[src/rtl/alu_share_arbiter.sv]
// Round-robin share of one combinational ALU between two requesters, with a
// one-entry response register tagged by the owning requester id.
module alu_share_arbiter #(
  parameter int DATA_W = 32,
  parameter int CTRL_W = 4
) (
  input  logic              clk,
  input  logic              rst,
  input  logic              req0_valid,
  output logic              req0_ready,
  input  logic [CTRL_W-1:0] req0_ctrl,
  input  logic [DATA_W-1:0] req0_a,
  input  logic [DATA_W-1:0] req0_b,
  input  logic              req1_valid,
  output logic              req1_ready,
  input  logic [CTRL_W-1:0] req1_ctrl,
  input  logic [DATA_W-1:0] req1_a,
  input  logic [DATA_W-1:0] req1_b,
  output logic [DATA_W-1:0] alu_a,
  output logic [DATA_W-1:0] alu_b,
  output logic [CTRL_W-1:0] alu_ctrl,
  input  logic [DATA_W-1:0] alu_result,
  input  logic [3:0]        alu_flags,
  output logic              rsp_valid,
  input  logic              rsp_ready,
  output logic              rsp_id,
  output logic [DATA_W-1:0] rsp_result,
  output logic [3:0]        rsp_flags
);

  logic last_grant;
  logic slot_free;
  logic grant0;
  logic grant1;
  logic xfer;

  assign slot_free = !rsp_valid || rsp_ready;

  // Gated by rst so nothing is offered to the requesters while reset is held.
  assign grant0 = rst && slot_free && req0_valid && (!req1_valid || last_grant);
  assign grant1 = rst && slot_free && req1_valid && (!req0_valid || !last_grant);
  assign xfer   = grant0 || grant1;

  assign req0_ready = grant0;
  assign req1_ready = grant1;

  always_comb begin
    alu_a    = '0;
    alu_b    = '0;
    alu_ctrl = '0;
    if (rst) begin
      if (grant1) begin
        alu_a    = req1_a;
        alu_b    = req1_b;
        alu_ctrl = req1_ctrl;
      end else begin
        alu_a    = req0_a;
        alu_b    = req0_b;
        alu_ctrl = req0_ctrl;
      end
    end
  end

  always_ff @(posedge clk or negedge rst) begin
    if (!rst) begin
      rsp_valid  <= 1'b0;
      rsp_id     <= 1'b0;
      rsp_result <= '0;
      rsp_flags  <= '0;
      last_grant <= 1'b1;
    end else if (xfer) begin
      rsp_valid  <= 1'b1;
      rsp_id     <= grant1;
      rsp_result <= alu_result;
      rsp_flags  <= alu_flags;
      last_grant <= grant1;
    end else if (rsp_ready) begin
      rsp_valid <= 1'b0;
    end
  end

endmodule

[config.mk]
export PLATFORM = sky130hd
export DESIGN_NAME = alu_share_arbiter
export DESIGN_NICKNAME = d
export VERILOG_FILES = /design/src/rtl/alu_share_arbiter.sv
export SDC_FILE = /design/constraint.sdc
export NUM_CORES = 1
export LEC_CHECK = 0
export CAP_MARGIN = 20
export CORE_AREA = 2 2 112 114
export DETAILED_ROUTE_END_ITERATION = 6
export DIE_AREA = 0 0 114 116
export PLACE_DENSITY = 0.74
export SLEW_MARGIN = 40
export SYNTH_ARGS = -nofsm -noshare
export SYNTH_HDL_FRONTEND = slang
export SYNTH_SLANG_ARGS = --single-unit
[constraint.sdc]
create_clock -name clk -period 2 [get_ports clk]
set_clock_uncertainty 0.05 [all_clocks]
set_input_delay 0.3 -clock clk [delete_from_list [all_inputs] [get_ports clk]]
set_output_delay 0.3 -clock clk [all_outputs]
set_load 0.01 [all_outputs]
Word level (Yosys, flattened, before mapping)
Cells that the tools add are included.
Word-level totals
  logic and storage cells: 27
  bits of input ports: 177
  memories: 0
  bits in writable memories: 0
  register bits: 39
  bits in read-only memories: 0
  latch bits: 0
Operators by class
  reductions and logical operators: 14
  shifts and indexed selects: 0
  div/mod/pow operators: 0
  multipliers: 0
  equal/unequal tests: 0
  bitwise logic cells: 0
  $add $sub $neg: 0
  muxes and demuxes: 8
  order comparisons: 0
Operator list (count)
  $mux 32: 4
  $mux 4: 2
  $logic_and 1x1->1: 5
  $logic_not 1->1: 4
  $logic_or 1x1->1: 4
  $mux 1: 2
  $reduce_bool 2->1: 1

Longest topological paths before layout
Gate-level depths: netlist of the first run.
  word-level depth: 7
  mapped depth: 6

Worst setup path after synthesis of the first run
OpenSTA, ideal clock, no wires.
  kind: flip-flop to output port
  start: reg last_grant
  end: out alu_a[24]
  buffers on the path: 3
  required time: 1.650 ns
  data arrival time: 1.366 ns
  path slack: 0.284 ns
  cell stages (with the launch flop): 7
  cells stage by stage: dfstp_2 > nand2_1 > nand4_1 > buf_4 > buf_6 > buf_6 > mux2i_1
On the way
  cells in the longest elaborated chain, start to end: 5
RTL lines
  from (decl): line 31  | logic last_grant;
  from (signal assigned): line 76  | last_grant <= grant1;
  $logic_not 1->1: line 41  | assign grant1 = rst && slot_free && req1_valid && (!req0_valid || !last_grant);
  $logic_or 1x1->1: line 41
  $logic_and 1x1->1: line 41
  $mux 32: line 52  | if (grant1) begin
  $mux 32: line 51  | if (rst) begin
  to (decl): line 19  | output logic [DATA_W-1:0] alu_a,
No other way between the ends.

Worst setup path after layout of the first run
  start: reg last_grant
  end: out alu_b[16]
On the way
  cells in the longest elaborated chain, start to end: 5
RTL lines
  $logic_not 1->1: line 41
  $logic_or 1x1->1: line 41
  $logic_and 1x1->1: line 41
  $mux 32: line 52
  $mux 32: line 51
  to (decl): line 20  | output logic [DATA_W-1:0] alu_b,
No other way between the ends.

==> results by group, run 1 <==
Setup path
  – FF-to-FF path depth: 9
  – CP Capture Type: primary output
  – Setup crit start kind: flop
  – Worst Path Arrival: 1.81 ns
  – Crit-path leading delay family: buffers and inverters
  – Cells along the critical path: nand2_1 -> nand4_1 -> buf_4 -> buf_12 -> buf_16 -> buf_6 -> mux2i_1 -> buf_2
  – CP bufs+invs: 5
  – Critical-path top delay cell: dfstp_2
  – WP data required: 1.65 ns
  – CP peak stage delay: 0.53 ns
  – Worst path depth: 8
  – Crit path max fanout: 7
  – R2R setup slack: 0.45 ns
  – Worst Setup Path Type: flop to primary output

Clock network
  – Clk buf depth: 2
  – Clock root cell: clkbuf_16
  – CTS Sinks: 39
  – Worst-path clk slew: 0.06 ns
  – CTS H-Tree Depth: 2
  – Number of buffers created by CTS: 5
  – TritonCTS clock tree: built
  – Clock Latency Late Sink: 0.28 ns

Logic synthesis
  – Syn_nets: 486
  – Synth top area share: 0.3423
  – Synth area leader: dfrtp_1
  – Number of synthesized register bits: 39
  – Top post-synthesis cells by area: dfrtp_1, mux2i_1, mux2_2
  – Syn_area_per_cell: 8.989 um^2
  – Yosys warns: 0
  – Netlist cell types: 16
  – Synth Instances: 309
  – Synth Cell Area: 2778 um^2
  – Sequential share of the synthesized area: 0.3518

Layout
  – Fin nets: 800
  – Antenna diode count: 0
  – Commonest non-fill, non-tap cell in the layout: clkdlybuf4s50_1
  – Area grow syn2layout: 118.2%
  – Design area: 6060 um^2
  – Non-filler instance count after layout: 771
  – Share of cells above drive strength 1: 0.2548
  – Most frequent cells in the layout: clkdlybuf4s50_1, inv_1, nand2_1

Outcome
  – Outcome: complete, but fails checks
  – Failing checks: negative setup slack

Floorplanning
  – Die H: 116 um
  – Die ar.: 13220 um^2
  – Row cnt: 40
  – CORE AREA: 11910 um^2
  – # IOs: 285
  – Die Wd: 114 um
  – Starting density of the core: 0.2332

Power and ir drop
  – Total power per unit cell area: 551.0 nW/um^2
  – Peak supply drop: 0.4740 mV
  – Lkg Pwr: 3.324 nW

Place
  – Routability congestion estimate: 0.7229
  – Placed insts: 745
  – Detailed Place HPWL: 9.360 mm
  – Placed inst area: 5932 um^2
  – Buffers on Ports: 284

STA
  – Final min period: 2.157 ns
  – Max Clock Freq: 463.6 MHz
  – Hold Vio Cnt, Final: 0
  – Max Slew Vio Count: 0
  – PnR worst setup slack: -0.1569 ns
  – Final hold slack: 0.1289 ns
  – Max_slew headroom: 0.7745
  – RSZ-0062 raised after global routing: true
  – Final worst path period share: 1.078
  – Slew @ Worst Pin: 0.3382 ns
  – Setup violators final: 67

Run
  – Total of max-cap violations: 0

Global routing
  – First-pass GRT wire length: 17.81 mm
  – Vias in the first global route: 3477
  – GR Util All Layers: 0.1691
  – Initial antenna violation count: 0
  – Largest net degree at the start of global routing: 32
  – Global route total overflow: 0

Route
  – DRC: 0
  – Pre-antenna DRT Iters: 4
  – Vias/cell: 4.244
  – Initial DRC count: 79
  – Antenna-violating nets left: 0
  – Post-Route WL: 11.93 mm
  – Wire per inst: 15.48 um
  – DR vias: 3272

Min path
  – Hold Path Class: input pin to asynchronous set/reset pin
-- report_power, final --
part           internal, mW  switching [mW]  leakage, nW
Sequential            0.940          0.0751        0.455
Clock                 0.460           0.314       0.0669
Combinational         0.983           0.566         2.80
-- cell families (layout without fill, tap and decap cells) --
family	count (synthesis)	after routing	synth area share
flip-flops	39	39	0.3518
buffers and inverters	90	405	0.1410
multiplexers	104	104	0.3910
AND/OR/NAND/NOR	72	72	0.1000
AO/OA/AOI/OAI	4	4	0.01622
-- synth_stat cells --
cell,n
a21o_1,2
buf_2,1
buf_4,10
buf_6,2
clkbuf_1,6
dfrtp_1,38
dfstp_2,1
inv_1,71
mux2_1,2
mux2_2,34
mux2i_1,68
nand2_1,70
nand2b_2,1
nand4_1,1
o2111ai_1,1
o211ai_4,1
-- through the flow --
stage	TNS (ns)	setup WS, ns	power (mW)	utilization
floorplan	0	0.2844	1.570	-
global placement	-32.48	-0.5285	2.561	0.4980
detailed placement	-35.16	-0.5732	2.594	0.4980
CTS	-7.163	-0.2366	3.386	0.5110
global route	-11.32	-0.2606	3.533	0.5087
finish	-4.822	-0.1569	3.339	0.5087
-- sequential cells by signal, summed over array words and instances (netlist names) --
| register | count |
|---|---|
| last_grant | 1 |
| rsp_id | 1 |
| rsp_flags | 4 |
| rsp_valid | 1 |
| rsp_result | 32 |
-- metal layers --
| layer | GRT usage | share of wire |
|---|---|---|
| met1 | 0.1900 | 0.37 |
| met2 | 0.3083 | 0.52 |
| met3 | 0.06172 | 0.10 |
| met4 | 0.03496 | 0.012 |
| met5 | 0 | 0 |
-- repair_timing --
item / 4_1_cts / 5_1_grt
hold buffers: 1 / 0
hold endpoints to repair: 2 / 0
setup endpoints to repair: 70 / 70
setup buffers: 9 / 4
resized for setup: 287 / 26
gates cloned: 5 / 0
pin swaps: 1 / 1
-- worst paths after layout --
| kind | from | to |
|---|---|---|
| min in group clk | rsp_id | rsp_id |
| worst min-delay path | rst | last_grant |
| worst max register to register | last_grant | rsp_id |
| worst min register to register | rsp_id | rsp_id |
| max in group asynchronous | rst | rsp_id |
| worst max-delay path | last_grant | alu_b[16] |
-- cell type report --
type | count | area (um^2)
Inverter | 71 | 266.5
Sequential cell | 39 | 977.2
Tap cell | 147 | 183.9
Clock buffer | 6 | 128.9
Fill cell | 1119 | 5852
Multi-Input combinational cell | 180 | 1431
Clock inverter | 2 | 12.51
Timing Repair Buffer | 326 | 3059
Power figures use the tool's default switching activity.
==> inputs of run 2 (changes only) <==
--- a/config.mk
+++ b/config.mk
@@ -10,7 +10,9 @@
 export DETAILED_ROUTE_END_ITERATION = 6
 export DIE_AREA = 0 0 114 116
 export PLACE_DENSITY = 0.74
+export SKIP_LAST_GASP = 1
 export SLEW_MARGIN = 40
 export SYNTH_ARGS = -nofsm -noshare
 export SYNTH_HDL_FRONTEND = slang
 export SYNTH_SLANG_ARGS = --single-unit
+export TNS_END_PERCENT = 30
==> results by group, run 2 (same netlist as run 1, synthesis figures left out) <==
Floorplanning
  – CORE AREA: 11910 um^2 (unchanged)
  – # IOs: 285 (unchanged)
  – Starting density of the core: 0.2332 (unchanged)
  – Die Wd: 114 um (unchanged)
  – Die H: 116 um (unchanged)
  – Die ar.: 13220 um^2 (unchanged)
  – Row cnt: 40 (unchanged)

Power and ir drop
  – Total power per unit cell area: 550.9 nW/um^2 (about the same)
  – Lkg Pwr: 3.260 nW (-1.9%)
  – Peak supply drop: 0.4740 mV (about the same)

Layout
  – Multi-input logic area: 1435 um^2 (+0.26%)
  – Fill cells: 1112 (-0.63%)
  – Largest regs: rsp_result (32), rsp_flags (4)
  – Fin nets: 795 (-0.63%)
  – Largest register by flop count: rsp_result
  – Max reg flops: 32 (unchanged)
  – Area grow syn2layout: 117.5%
  – Most frequent cells in the layout: clkdlybuf4s50_1, inv_1, nand2_1
  – Antenna diode count: 0 (unchanged)
  – Commonest non-fill, non-tap cell in the layout: clkdlybuf4s50_1
  – Finished Core Util: 0.5071 (-0.001575)
  – Share of cells above drive strength 1: 0.2407 (-0.01410)
  – Register area: 977.2 um^2 (unchanged)

Setup path
  – WP data required: 1.65 ns (about the same)
  – Crit path max fanout: 8 (+1)
  – R2R Path Start: last_grant
  – Worst Path Arrival: 1.83 ns (+0.02 ns)
  – Worst Setup Path Type: flop to primary output
  – CP Capture Type: primary output
  – CP startpoint: last_grant
  – Setup crit start kind: flop

STA
  – Max_slew headroom: 0.7752 (about the same)
  – Max Clock Freq: 458.8 MHz (-1.0%)
  – Post-route setup TNS: -6.446 ns (-1.624 ns)
  – Final min period: 2.180 ns (+0.02284 ns)
  – Setup violators final: 70 (+4.5%)
  – RSZ-0062 raised after global routing: true
  – Max Slew Vio Count: 0 (unchanged)
  – Slew @ Worst Pin: 0.3373 ns (-0.0009545 ns)
  – Final worst path period share: 1.090 (+0.01142)
  – Hold Vio Cnt, Final: 0 (unchanged)
  – PnR worst setup slack: -0.1798 ns (-0.02284 ns)

Global routing
  – First-pass GRT wire length: 17.68 mm (-0.70%)
  – Initial antenna violation count: 0 (unchanged)
  – Vias in the first global route: 3467 (-0.29%)
  – GR Util All Layers: 0.1678 (-0.001217)
  – M3 GR Usage: 0.06276 (+0.001046)
  – GR Util met2: 0.3075 (-0.0007937)
  – Largest net degree at the start of global routing: 32 (unchanged)
  – Busiest grt layer: met2
  – Global Route met1 Usage: 0.1867 (-0.003220)
  – Global route total overflow: 0 (unchanged)

Clock network
  – CTS H-Tree Depth: 2 (unchanged)
  – Clk buf depth: 2 (unchanged)
  – Number of buffers created by CTS: 5 (unchanged)
  – CTS Sinks: 39 (unchanged)
  – TritonCTS clock tree: built
  – Clock Latency Late Sink: 0.28 ns (about the same)
  – Clock root cell: clkbuf_16
  – Worst-path clk slew: 0.06 ns (about the same)

Place
  – Routability congestion estimate: 0.7229 (unchanged)
  – Detailed Place HPWL: 9.360 mm (unchanged)
  – Buffers on Ports: 284 (unchanged)

Route
  – Antenna-violating nets left: 0 (unchanged)
  – Post-Route WL: 11.94 mm (about the same)
  – DR vias: 3252 (-0.61%)
  – Vias/cell: 4.245 (about the same)
  – Wire per inst: 15.58 um (+0.68%)
  – Pre-antenna DRT Iters: 4 (unchanged)
  – Initial DRC count: 64 (-19%)
  – DRC: 0 (unchanged)

Run
  – Total of max-cap violations: 0 (unchanged)

Outcome
  – Outcome: complete, but fails checks
  – Failing checks: negative setup slack

Min path
  – Hold Path Class: input pin to asynchronous set/reset pin
## run 2: changes by cell type in the layout (fill, tap and decap cells not counted), sizes merged
| cell | change |
|---|---|
| buf | -46 |
| clkbuf | +28 |
| clkdlybuf4s15 | +9 |
| dlygate4sd2 | +3 |
| clkdlybuf4s50 | +2 |
| dlymetal6s2s | -1 |
## run 2: critical path, stage by stage, from the launching register on
cell,delay [ns]
dfstp_2,0.53
nand2_1,0.05
nand4_1,0.09
buf_4,0.14
buf_12,0.13
buf_16,0.14
mux2i_1,0.18
clkdlybuf4s15_1,0.28
## run 2: stage by stage
| stage | instances | instance area [um^2] | hold WS [ns] | total power [mW] | setup WS (ns) |
|---|---|---|---|---|---|
| CTS | 766 | 6257 | 0.1340 | 3.402 | -0.2525 |
| global route | 766 | 6041 | 0.1392 | 3.518 | -0.2625 |
| finish | 766 | 6041 | 0.1302 | 3.328 | -0.1798 |
| detailed placement | 745 | 5932 | 0.2294 | 2.594 | -0.5732 |
| floorplan | 309 | 2778 | -0.04559 | 1.570 | 0.2844 |
| global placement | 745 | 5932 | 0.2233 | 2.561 | -0.5285 |
## run 2: where the power goes
part	leakage, nW	switching (mW)	internal, mW
Sequential	0.455	0.0749	0.940
Combinational	2.74	0.565	0.974
Clock	0.0669	0.314	0.460
## run 2: final cells by class
type                            instances  area share
Clock buffer                            6     0.02133
Clock inverter                          2    0.002071
Inverter                               71     0.04412
Multi-Input combinational cell        180      0.2376
Sequential cell                        39      0.1618
Tap cell                              147     0.03045
Timing Repair Buffer                  321      0.5027
## run 2: timing repair
item                       CTS  global route
setup endpoints to repair   70            70
cloned                       5             0
hold endpoints to repair     2             0
pin swaps                    1             1
setup buffers                7             1
hold buffers                 1             0
gates resized for setup    147           105
## run 2: final timing paths
| path | cells after the start | endpoint | slack [ns] |
|---|---|---|---|
| max | 7 | alu_b[4] | -0.18 |
| min | 2 | last_grant | 0.13 |
| max reg2reg | 9 | rsp_id | 0.46 |
| min reg2reg | 1 | rsp_id | 0.44 |
| max in group asynchronous | 3 | rsp_id | 1.20 |
| min in group clk | 1 | rsp_id | 0.44 |
## run 2: layer usage
metal,part of all wire,routed length [um]
met2,0.52,6157
met4,0.012,140
met1,0.37,4472
met3,0.098,1165
met5,0,0
